## config.mk

```make
export PLATFORM = sky130hd
export DESIGN_NAME = timer_apb_master
export DESIGN_NICKNAME = d
export VERILOG_FILES = /design/src/rtl/timer_apb_master.sv
export SDC_FILE = /design/constraint.sdc
export NUM_CORES = 1
export LEC_CHECK = 0
export ABC_AREA = 1
export CORE_MARGIN = 2
export CORE_UTILIZATION = 25
export CTS_CLUSTER_DIAMETER = 80
export DETAILED_ROUTE_END_ITERATION = 7
export GPL_TIMING_DRIVEN = 0
export SLEW_MARGIN = 20
export SYNTH_ARGS = -nofsm -noshare
export SYNTH_HDL_FRONTEND = slang
export SYNTH_SLANG_ARGS = --single-unit
export TNS_END_PERCENT = 50
```

## constraint.sdc

```tcl
create_clock -name sys_clk -period 1.8 [get_ports sys_clk]
set_input_delay 0.36 -clock sys_clk [delete_from_list [all_inputs] [get_ports sys_clk]]
set_output_delay 0.36 -clock sys_clk [all_outputs]
set_load 0.01 [all_outputs]
```

## src/rtl/timer_apb_master.sv

```systemverilog
// Host-side APB master for the timer slave: single read/write commands over valid/ready,
// SETUP/ACCESS sequencing, one-cycle response pulse and an ACCESS-phase watchdog.
module timer_apb_master #(
  parameter int ADDR_W  = 12,
  parameter int DATA_W  = 32,
  parameter int TIMEOUT = 16,
  parameter int CNT_W   = 8
) (
  input  logic                  sys_clk,
  input  logic                  sys_rst_n,
  input  logic                  cmd_valid,
  output logic                  cmd_ready,
  input  logic                  cmd_write,
  input  logic [ADDR_W-1:0]     cmd_addr,
  input  logic [DATA_W-1:0]     cmd_wdata,
  input  logic [DATA_W/8-1:0]   cmd_strb,
  output logic                  rsp_valid,
  output logic [DATA_W-1:0]     rsp_rdata,
  output logic                  rsp_err,
  output logic                  rsp_timeout,
  output logic                  busy,
  output logic                  tim_psel,
  output logic                  tim_penable,
  output logic                  tim_pwrite,
  output logic [ADDR_W-1:0]     tim_paddr,
  output logic [DATA_W-1:0]     tim_pwdata,
  output logic [DATA_W/8-1:0]   tim_pstrb,
  input  logic [DATA_W-1:0]     tim_prdata,
  input  logic                  tim_pready,
  input  logic                  tim_pslverr
);

  localparam int STRB_W = DATA_W / 8;
  localparam logic [CNT_W-1:0] WDOG_LAST = (TIMEOUT == 0) ? {CNT_W{1'b0}} : CNT_W'(TIMEOUT - 1);

  typedef enum logic [1:0] {
    S_IDLE   = 2'd0,
    S_SETUP  = 2'd1,
    S_ACCESS = 2'd2
  } state_e;

  state_e              state_q, state_d;
  logic                cmd_ready_q, cmd_ready_d;
  logic                rsp_valid_q, rsp_valid_d;
  logic [DATA_W-1:0]   rsp_rdata_q, rsp_rdata_d;
  logic                rsp_err_q, rsp_err_d;
  logic                rsp_timeout_q, rsp_timeout_d;
  logic                busy_q, busy_d;
  logic                psel_q, psel_d;
  logic                penable_q, penable_d;
  logic                pwrite_q, pwrite_d;
  logic [ADDR_W-1:0]   paddr_q, paddr_d;
  logic [DATA_W-1:0]   pwdata_q, pwdata_d;
  logic [STRB_W-1:0]   pstrb_q, pstrb_d;
  logic [CNT_W-1:0]    wdog_q, wdog_d;

  logic accept_s;
  logic done_s;
  logic expire_s;

  assign accept_s = (state_q == S_IDLE) && cmd_valid && cmd_ready_q;
  assign done_s   = (state_q == S_ACCESS) && tim_pready;
  // A completing pready takes priority over a watchdog expiry in the same cycle.
  assign expire_s = (state_q == S_ACCESS) && !tim_pready && (TIMEOUT != 0) && (wdog_q == WDOG_LAST);

  always_ff @(posedge sys_clk or negedge sys_rst_n) begin
    if (!sys_rst_n) begin
      state_q <= S_IDLE;
    end else begin
      state_q <= state_d;
    end
  end

  always_comb begin
    state_d = state_q;
    case (state_q)
      S_IDLE:   state_d = accept_s ? S_SETUP : S_IDLE;
      S_SETUP:  state_d = S_ACCESS;
      S_ACCESS: state_d = (done_s || expire_s) ? S_IDLE : S_ACCESS;
      default:  state_d = S_IDLE;
    endcase
  end

  always_comb begin
    cmd_ready_d   = cmd_ready_q;
    rsp_valid_d   = 1'b0;
    rsp_rdata_d   = rsp_rdata_q;
    rsp_err_d     = 1'b0;
    rsp_timeout_d = 1'b0;
    psel_d        = psel_q;
    penable_d     = penable_q;
    pwrite_d      = pwrite_q;
    paddr_d       = paddr_q;
    pwdata_d      = pwdata_q;
    pstrb_d       = pstrb_q;
    wdog_d        = wdog_q;
    case (state_q)
      S_IDLE: begin
        if (accept_s) begin
          cmd_ready_d = 1'b0;
          psel_d      = 1'b1;
          penable_d   = 1'b0;
          pwrite_d    = cmd_write;
          paddr_d     = cmd_addr;
          pwdata_d    = cmd_wdata;
          pstrb_d     = cmd_write ? cmd_strb : {STRB_W{1'b0}};
        end else begin
          cmd_ready_d = 1'b1;
          psel_d      = 1'b0;
          penable_d   = 1'b0;
        end
      end
      S_SETUP: begin
        cmd_ready_d = 1'b0;
        penable_d   = 1'b1;
        wdog_d      = {CNT_W{1'b0}};
      end
      S_ACCESS: begin
        if (done_s) begin
          psel_d      = 1'b0;
          penable_d   = 1'b0;
          rsp_valid_d = 1'b1;
          rsp_rdata_d = pwrite_q ? {DATA_W{1'b0}} : tim_prdata;
          rsp_err_d   = tim_pslverr;
          cmd_ready_d = 1'b1;
          wdog_d      = {CNT_W{1'b0}};
        end else if (expire_s) begin
          psel_d        = 1'b0;
          penable_d     = 1'b0;
          rsp_valid_d   = 1'b1;
          rsp_rdata_d   = {DATA_W{1'b0}};
          rsp_err_d     = 1'b1;
          rsp_timeout_d = 1'b1;
          cmd_ready_d   = 1'b1;
          wdog_d        = {CNT_W{1'b0}};
        end else begin
          wdog_d = wdog_q + 1'b1;
        end
      end
      default: begin
        cmd_ready_d = 1'b0;
        psel_d      = 1'b0;
        penable_d   = 1'b0;
      end
    endcase
    busy_d = (state_d != S_IDLE);
  end

  always_ff @(posedge sys_clk or negedge sys_rst_n) begin
    if (!sys_rst_n) begin
      cmd_ready_q   <= 1'b0;
      rsp_valid_q   <= 1'b0;
      rsp_rdata_q   <= {DATA_W{1'b0}};
      rsp_err_q     <= 1'b0;
      rsp_timeout_q <= 1'b0;
      busy_q        <= 1'b0;
      psel_q        <= 1'b0;
      penable_q     <= 1'b0;
      pwrite_q      <= 1'b0;
      paddr_q       <= {ADDR_W{1'b0}};
      pwdata_q      <= {DATA_W{1'b0}};
      pstrb_q       <= {STRB_W{1'b0}};
      wdog_q        <= {CNT_W{1'b0}};
    end else begin
      cmd_ready_q   <= cmd_ready_d;
      rsp_valid_q   <= rsp_valid_d;
      rsp_rdata_q   <= rsp_rdata_d;
      rsp_err_q     <= rsp_err_d;
      rsp_timeout_q <= rsp_timeout_d;
      busy_q        <= busy_d;
      psel_q        <= psel_d;
      penable_q     <= penable_d;
      pwrite_q      <= pwrite_d;
      paddr_q       <= paddr_d;
      pwdata_q      <= pwdata_d;
      pstrb_q       <= pstrb_d;
      wdog_q        <= wdog_d;
    end
  end

  assign cmd_ready   = cmd_ready_q;
  assign rsp_valid   = rsp_valid_q;
  assign rsp_rdata   = rsp_rdata_q;
  assign rsp_err     = rsp_err_q;
  assign rsp_timeout = rsp_timeout_q;
  assign busy        = busy_q;
  assign tim_psel    = psel_q;
  assign tim_penable = penable_q;
  assign tim_pwrite  = pwrite_q;
  assign tim_paddr   = paddr_q;
  assign tim_pwdata  = pwdata_q;
  assign tim_pstrb   = pstrb_q;

endmodule

```

[Word-level counts from Yosys, hierarchy flattened]
Cells that the tools add are included.
Operators by class
  $add $sub $neg: 1
  eq/ne operators: 4
  mux-type cells: 26
  bitwise gates (word level): 1
  reductions and logical operators: 14
Operator list (number)
  32-bit two-way mux: 3
  8-bit two-way mux: 2
  8-bit one-hot mux with 2 select lines: 1
  1-bit two-way mux: 14
  8-bit by 1-bit adder with 8-bit output (second input constant): 1
  8-bit by 4-bit equality test with 1-bit output (second input constant): 1
  2-bit one-hot mux with 3 select lines: 1
  2-bit AND reduction: 3
  2-bit nonzero test: 3
  1-bit logical AND: 5
  4-bit two-way mux: 1
  1-bit one-hot mux with 2 select lines: 2
  3-bit != test (second input constant): 1
  1-bit one-hot mux with 3 select lines: 1
  2-bit by 1-bit equality test with 1-bit output (second input constant): 1
  2-bit equality test (second input constant): 1
  2-bit logical NOT: 1
  2-bit two-way mux: 1
  1-bit logical NOT: 1
  1-bit logical OR: 1
  1-bit inverter: 1
Word-level totals
  bits in registers: 98
  input bits: 86
  output and inout port bits: 88
  word-level logic and storage cells: 60

[Longest topological paths before layout]
  word-level depth: 7
  gate-level depth with buffers: 9
  depth with buffers taken out: 8

[Worst setup path after synthesis]
Ideal clock, no wire load.
  path kind: flip-flop to flip-flop
  start: reg state_q[0]
  end: reg wdog_q[4]
  library setup time: 0.120 ns
  data arrival time: 1.255 ns
  data required time: 1.680 ns
  path slack: 0.426 ns
  stages on the path, launching flop included: 9
  buffers on the path: 1
  clock period less this slack: 1.374 ns
  cell sequence: dfrtp_1 > inv_1 > ha_1 > buf_2 > inv_2 > nor2_1 > nand2_1 > xor2_1 > nor2_1
Between the ends
  word-level cells in the longest chain between the ends: 6
  elaborated cells on any way between the ends: 9
Ends and longest elaborated chain
  start: declaration: RTL line 42  | state_e state_q, state_d;
  start signal: assignment: RTL line 70  | state_q <= state_d;
  2-bit equality test: RTL line 62, 64, 97
  1-bit logical AND (2 in series): RTL line 64  | assign expire_s = (state_q == S_ACCESS) && !tim_pready && (TIMEOUT != 0) && (wdog_q == WDOG_LAST);
  8-bit two-way mux: RTL line 127  | end else if (expire_s) begin
  8-bit two-way mux: RTL line 119  | if (done_s) begin
  8-bit one-hot mux with 2 select lines: RTL line 97  | case (state_q)
  end signal: assignment: RTL line 163  | wdog_q <= {CNT_W{1'b0}};
  end signal: assignment: RTL line 177  | wdog_q <= wdog_d;
  end: declaration: RTL line 55  | logic [CNT_W-1:0] wdog_q, wdog_d;
Parallel ways exist; a longest one is shown, timed or not.
A chain may end at the register's enable or synchronous reset.

[Worst setup path after layout]
  start: reg paddr_q[1] (netlist: tim_paddr[1])
  end: out tim_paddr[1]
RTL lines
  start: declaration: RTL line 52  | logic [ADDR_W-1:0] paddr_q, paddr_d;
  start signal: assignment: RTL line 160  | paddr_q <= {ADDR_W{1'b0}};
  start signal: assignment: RTL line 174  | paddr_q <= paddr_d;
  end: declaration: RTL line 25  | output logic [ADDR_W-1:0] tim_paddr,
No word-level cell between the ends.

==> summary.md <==
Logic synthesis
• **dominant cells by area after synthesis** sky130_fd_sc_hd__dfrtp_1 (61%), sky130_fd_sc_hd__nand2_1 (22%), sky130_fd_sc_hd__nand3_1 (4.1%)
• **number of distinct library cells after synthesis** 24
• **Synth Warn #** 0
• **async set-reset flop share out of synthesis** 1.000
• **top-count cell post-synth** sky130_fd_sc_hd__nand2_1
• **fraction of the yosys area taken by sequential cells** 0.6131
• **flip-flop and latch count after synthesis** 98
• **instance count of the mapped netlist** 444
• **Synth Net Count** 534
• **top post-synthesis cells by count** sky130_fd_sc_hd__nand2_1 (231), sky130_fd_sc_hd__dfrtp_1 (98), sky130_fd_sc_hd__nand3_1 (33)
• **prevailing post-synth register cell** sky130_fd_sc_hd__dfrtp_1
• **library cell occupying the most area in the post-synthesis netlist** sky130_fd_sc_hd__dfrtp_1
• **mean post-synth cell area** 9.009 sq um
• **number of enable-type register cells in the synthesized netlist** 0
• **Yosys top cell area share** 0.6131
• **Mapped Area** 4000 sq um

Route
• **final WL** 11.08 mm
• **Initial DRT Pass Iterations** 5
• **per-cell routed wire length** 13.04 um
• **DR iter-0 viols** 107
• **vias** 3,516
• **number of nets with antenna violations after routing** 0
• **DR DRC count** 0
• **via density per instance** 4.136

STA
• **setup slack after layout** 0.1459 ns
• **fin crit period** 1.654 ns
• **final worst path period share** 0.9190
• **number of endpoints failing setup at the final stage** 0
• **Least-Margin Pin Slew** 0.4271 ns
• **Slew Limit Fails** 0
• **worst max-slew margin expressed relative to the limit** 0.7153
• **worst clock skew** 0.004955 ns
• **setup repair after global routing missed its margin** no
• **final-report hold violation count** 0
• **Peak Freq** 604.5 MHz

Worst setup path
• **reg-to-reg setup timing slack** 0.20 ns
• **worst-case reg-to-reg path depth** 7
• **kind of critical path** reg -> out
• **FF-to-FF Start** state_q[0]$_DFF_PN0_
• **Top delay family on crit path** buffers and inverters
• **crit path cell chain** clkdlybuf4s50_1
• **reg2reg end** tim_paddr[10]$_DFFE_PN0P_
• **master of the slowest instance on the critical path** sky130_fd_sc_hd__clkdlybuf4s50_1
• **critical path buffer and inverter count** 1
• **worst endpoint required time** 1.44 ns
• **CP peak stage delay** 0.60 ns
• **Worst setup SP type** register
• **Critical Path Sink Type** output port
• **signal arrival time at the worst endpoint** 1.29 ns
• **maximum net fanout on the critical path** 2

CTS
• **Reg clk slew, reported paths** 0.07 ns
• **CTS tree** yes
• **buffer levels on the longest clock path** 2
• **Post-CTS Repair Setup Buffers** 0
• **TritonCTS Buffers** 9
• **clock tree root driver cell** sky130_fd_sc_hd__clkbuf_16
• **clock sinks** 98
• **clock network latency to the later pin of the worst-skew pair** 0.34 ns
• **htree depth** 3

Placement
• **placed cell count** 834
• **DPL Wire Length** 8.324 mm
• **RePlAce Congestion** 0.7552
• **post-placement setup slack** 0.002951 ns
• **IO buf count** 173

Power and ir drop
• **Pwr per Cell Area** 1608 nW/um^2
• **IR drop worst, VDD** 0.0007401 V
• **Static Leakage** 3.121 nW
• **Final Total Pwr** 0.01026 W

Die
• **die footprint** 17,030 sq um
• **die boundary height** 130.5 um
• **initial core utilization** 0.2536
• **boundary pin count** 174
• **Std-Cell Rows** 46
• **Std-Cell Core Area** 15,770 sq um
• **floorplan die width** 130.5 um

Final layout
• **utilization of the core after routing** 0.4046
• **fraction of layout cells with a size suffix above 1** 0.08044
• **P&R area growth vs syn** 59.49%
• **number of antenna diodes** 0
• **number of cells in the finished layout apart from fillers** 850
• **fin nets** 720

Global routing
• **maximum number of pins on one net before global-route repair** 61
• **initial antenna violation count** 0
• **first-pass GRT wire length** 17.66 mm
• **total gr overflow** 0
• **overall routing resource usage** 0.1329
• **vias in the first global route** 3,472

Worst hold path
• **classification of the worst-slack hold path** in -> async

Run
• **MaxCap Viol Count** 0

Status
• **run status** finished clean

-- routing by layer --
layer  vias up  wire [um]  global-route usage
met5         -          0                   0
met2       124       4911              0.2031
met3        14        839             0.03827
met4         0        202             0.05382
li1       1745          -                   -
met1      1633       5128              0.1781
-- area by class of cell --
cell class              count  area [sq um]
fillers                  1600          9390
flip-flops and latches     98          2452
repair buffers            175          1773
multi-input cells         312          1375
well taps                 216         270.3
clock buffers              10         229.0
plain buffers              21         127.6
clock inverters             5         103.9
inverters                  13         48.80
-- cells by family after synthesis --
logic type / count (synthesis) / share of synthesized area
simple gates: 294 / 0.3097
flops: 98 / 0.6131
compound gates: 11 / 0.01501
xor+xnor: 3 / 0.006570
buf+inv: 34 / 0.04316
fa+ha+maj: 4 / 0.01251
-- cell usage in the layout, fill, tap and decap left out, types with 2 or more instances in the layout --
master | netlist | final
sky130_fd_sc_hd__nand2_1 | 231 | 231
sky130_fd_sc_hd__clkdlybuf4s50_1 | 0 | 171
sky130_fd_sc_hd__dfrtp_1 | 98 | 98
sky130_fd_sc_hd__nand3_1 | 33 | 33
sky130_fd_sc_hd__inv_1 | 12 | 12
sky130_fd_sc_hd__nor2_1 | 12 | 12
sky130_fd_sc_hd__buf_2 | 12 | 11
sky130_fd_sc_hd__nand3_2 | 9 | 9
sky130_fd_sc_hd__clkbuf_16 | 0 | 9
sky130_fd_sc_hd__o21ai_0 | 7 | 7
sky130_fd_sc_hd__buf_6 | 3 | 4
sky130_fd_sc_hd__ha_1 | 4 | 4
sky130_fd_sc_hd__clkbuf_1 | 2 | 3
sky130_fd_sc_hd__bufinv_16 | 0 | 3
sky130_fd_sc_hd__nand2_2 | 2 | 2
sky130_fd_sc_hd__nor2_4 | 2 | 2
sky130_fd_sc_hd__nor2_2 | 2 | 2
sky130_fd_sc_hd__o21bai_1 | 2 | 2
sky130_fd_sc_hd__xnor2_1 | 2 | 2
sky130_fd_sc_hd__a21oi_1 | 2 | 2
sky130_fd_sc_hd__buf_4 | 2 | 2
-- power by group --
group | switching (W) | leakage, nW | internal (W) | total (W)
logic | 0.00209 | 1.71 | 0.00231 | 0.00439
registers | 0.000541 | 1.25 | 0.00314 | 0.00368
clock network | 0.000830 | 0.163 | 0.00135 | 0.00218
total | 0.00346 | 3.12 | 0.00680 | 0.0103
-- worst max-delay path by stage --
stage / slack, ns / end / startpoint / depth (start not counted)
after CTS: 0.03 / tim_pwrite / tim_pwrite$_DFFE_PN0P_ / 1
after detailed placement: 0.003 / tim_pwdata[0]$_DFFE_PN0P_ / cmd_valid / 6
after global routing: 0.007 / tim_pwdata[7]$_DFFE_PN0P_ / state_q[0]$_DFF_PN0_ / 7
final: 0.15 / tim_paddr[1] / tim_paddr[1]$_DFFE_PN0P_ / 1
after floorplan: 0.43 / wdog_q[4]$_DFFE_PN0N_ / state_q[0]$_DFF_PN0_ / 8
after global placement: -3.41 / tim_paddr[7]$_DFFE_PN0P_ / sys_rst_n / 1
-- timing repair --
item                                    CTS  global route
endpoints found under the setup margin    0             6
endpoints found under the hold margin    38             0
resized for setup                         0             3
hold buffers                              1             0
-- stage by stage --
stage | cell area (sq um) | hold WS (ns) | setup TNS (ns)
final | 6380 | 0.4834 | 0
after global routing | 6380 | 0.5041 | 0
after CTS | 6374 | 0.4824 | 0
after detailed placement | 6031 | 0.2890 | 0
after global placement | 6002 | 0.4624 | -333.52
after floorplan | 4000 | 0.06441 | 0
-- sequential cells by signal, summed over array words and instances, names as in the netlist, 2 cells and up --
| signal | count |
|---|---|
| tim_pstrb | 4 |
| rsp_rdata | 32 |
| wdog_q | 8 |
| state_q | 2 |
| tim_pwdata | 32 |
| tim_paddr | 12 |
(Power assumes the default switching activity.)
==> edit: new RTL, config.mk and constraints unchanged <==
`DATA_W`: 32 -> 16.
--- a/src/rtl/timer_apb_master.sv
+++ b/src/rtl/timer_apb_master.sv
@@ -2,7 +2,7 @@
 // SETUP/ACCESS sequencing, one-cycle response pulse and an ACCESS-phase watchdog.
 module timer_apb_master #(
   parameter int ADDR_W  = 12,
-  parameter int DATA_W  = 32,
+  parameter int DATA_W  = 16,
   parameter int TIMEOUT = 16,
   parameter int CNT_W   = 8
 ) (
Ports: changed (6 resized); port bits go from 174 to 106. The function was not compared with the original's and may differ.
==> edit against the unedited design <==
- sequential cell count down 34
- setup slack worse by 53 ps
- combinational power down 37%
- final cell count down 35%
- global-route usage down 0.72 points
- power down 39%
- synthesized area down 33%
- wire length down 39%
- synthesized cell count down 33%
- final area down 36%
- critical endpoint is now tim_pwrite
- highest routed layer unchanged
==> edit: results <==
group,metric,value,unit
clock_network,root_buffer,"clkbuf_8",
clock_network,cts_resized,1,
placement,place_area,0.003918,mm2
synthesis,synth-compound-area-share,1.868,%
power_and_ir_drop,ir_worst_vdd,0.5439,mV
layout,fill_cells,1076,
global_routing,grt_start_max_net_pins,35,
synthesis,synth-adder-area-share,1.868,%
setup_path,cp_max_fo,3,
routing,drtIter0Drc,74,
synthesis,synth_cell_types,23,
routing,wl_per_cell,12.25,um
synthesis,syn_area_per_cell,9.020,um2
routing,drt-pass1-iter-count,4,
setup_path,slowest_delay,580,ps
sta,fin_worst_skew,7.433,ps
power_and_ir_drop,p_per_area,1521,mW/mm2
setup_path,worstPathArrival,1350,ps
placement,dp_slack,-164.6,ps
routing,drt-vias-per-instance,4.150,
synthesis,synth_xor_area_share,0.9809,%
outcome,status,"finished, final reports clean",
clock_network,htree_levels,3,
sta,tightest_slew,442.7,ps
synthesis,synthTopCellsByCount,"148 x nand2_1, 64 x dfrtp_1, 18 x nand3_1",
power_and_ir_drop,power_leakage,0.002022,uW
placement,numPortBuffers,105,
hold_path,hold_path_class,"flip-flop to flip-flop",
synthesis,syn_nets,353,
layout,drive_gt1_share,10.02,%
synthesis,ys_seq_area_share,59.79,%
layout,stdcell_count,555,
placement,gp_congestion,0.7850,
global_routing,grt.total_usage,12.57,%
global_routing,grt_pass1_vias,2354,
synthesis,synth_area_leaders,"dfrtp_1 60%, nand2_1 21%, nand3_1 3.4%",
[edit: cell types whose count changed after synthesis, sizes merged]
| cell | change |
|---|---|
| nand3 | -16 |
| clkbuf | +1 |
| nand2 | -84 |
| buf | -12 |
| o21ai | -2 |
| dfrtp | -34 |
[edit: worst paths after layout]
kind	from	end	slack [ps]	cells past startpoint
setup / recovery	tim_pwrite$_DFFE_PN0P_	tim_pwrite	90	1
hold / removal	tim_paddr[8]$_DFFE_PN0P_	tim_paddr[8]$_DFFE_PN0P_	480	2
setup reg to reg	state_q[0]$_DFF_PN0_	rsp_rdata[8]$_DFFE_PN0P_	180	7
hold reg to reg	tim_paddr[8]$_DFFE_PN0P_	tim_paddr[8]$_DFFE_PN0P_	480	2
max in group asynchronous	sys_rst_n	rsp_rdata[1]$_DFFE_PN0P_	780	3
min in group asynchronous	sys_rst_n	cmd_ready$_DFFE_PN0P_	510	2
[edit: final cells by class]
class,instances,area share [%]
plain buffers,10,1.494
clock buffers,11,3.689
clock inverters,4,0.4878
inverters,13,1.189
multi-input cells,210,23.69
flip-flops and latches,64,39.02
well taps,136,4.146
repair buffers,107,26.28
[edit: tightest hold or removal path: stages (launching register included)]
cell and delay, ps:
dfrtp_1 340, nand2_1 50, nand2_1 60
[edit: report_power, final]
| group | switching, uW | internal (uW) | total [uW] | leakage (uW) |
|---|---|---|---|---|
| Combinational | 1330 | 1450 | 2780 | 0.00111 |
| Clock | 539 | 557 | 1100 | 0.0000947 |
| Sequential | 344 | 2020 | 2370 | 0.000821 |
| Total | 2210 | 4030 | 6240 | 0.00202 |
[edit: layer usage]
metal,global-route usage (%),part of all wire [%],up-vias
met3,5.327,8.1,10
met1,15.52,45,1065
met4,4.121,1.4,0
met5,0,0,-
li1,-,-,1155
met2,19.81,45,73
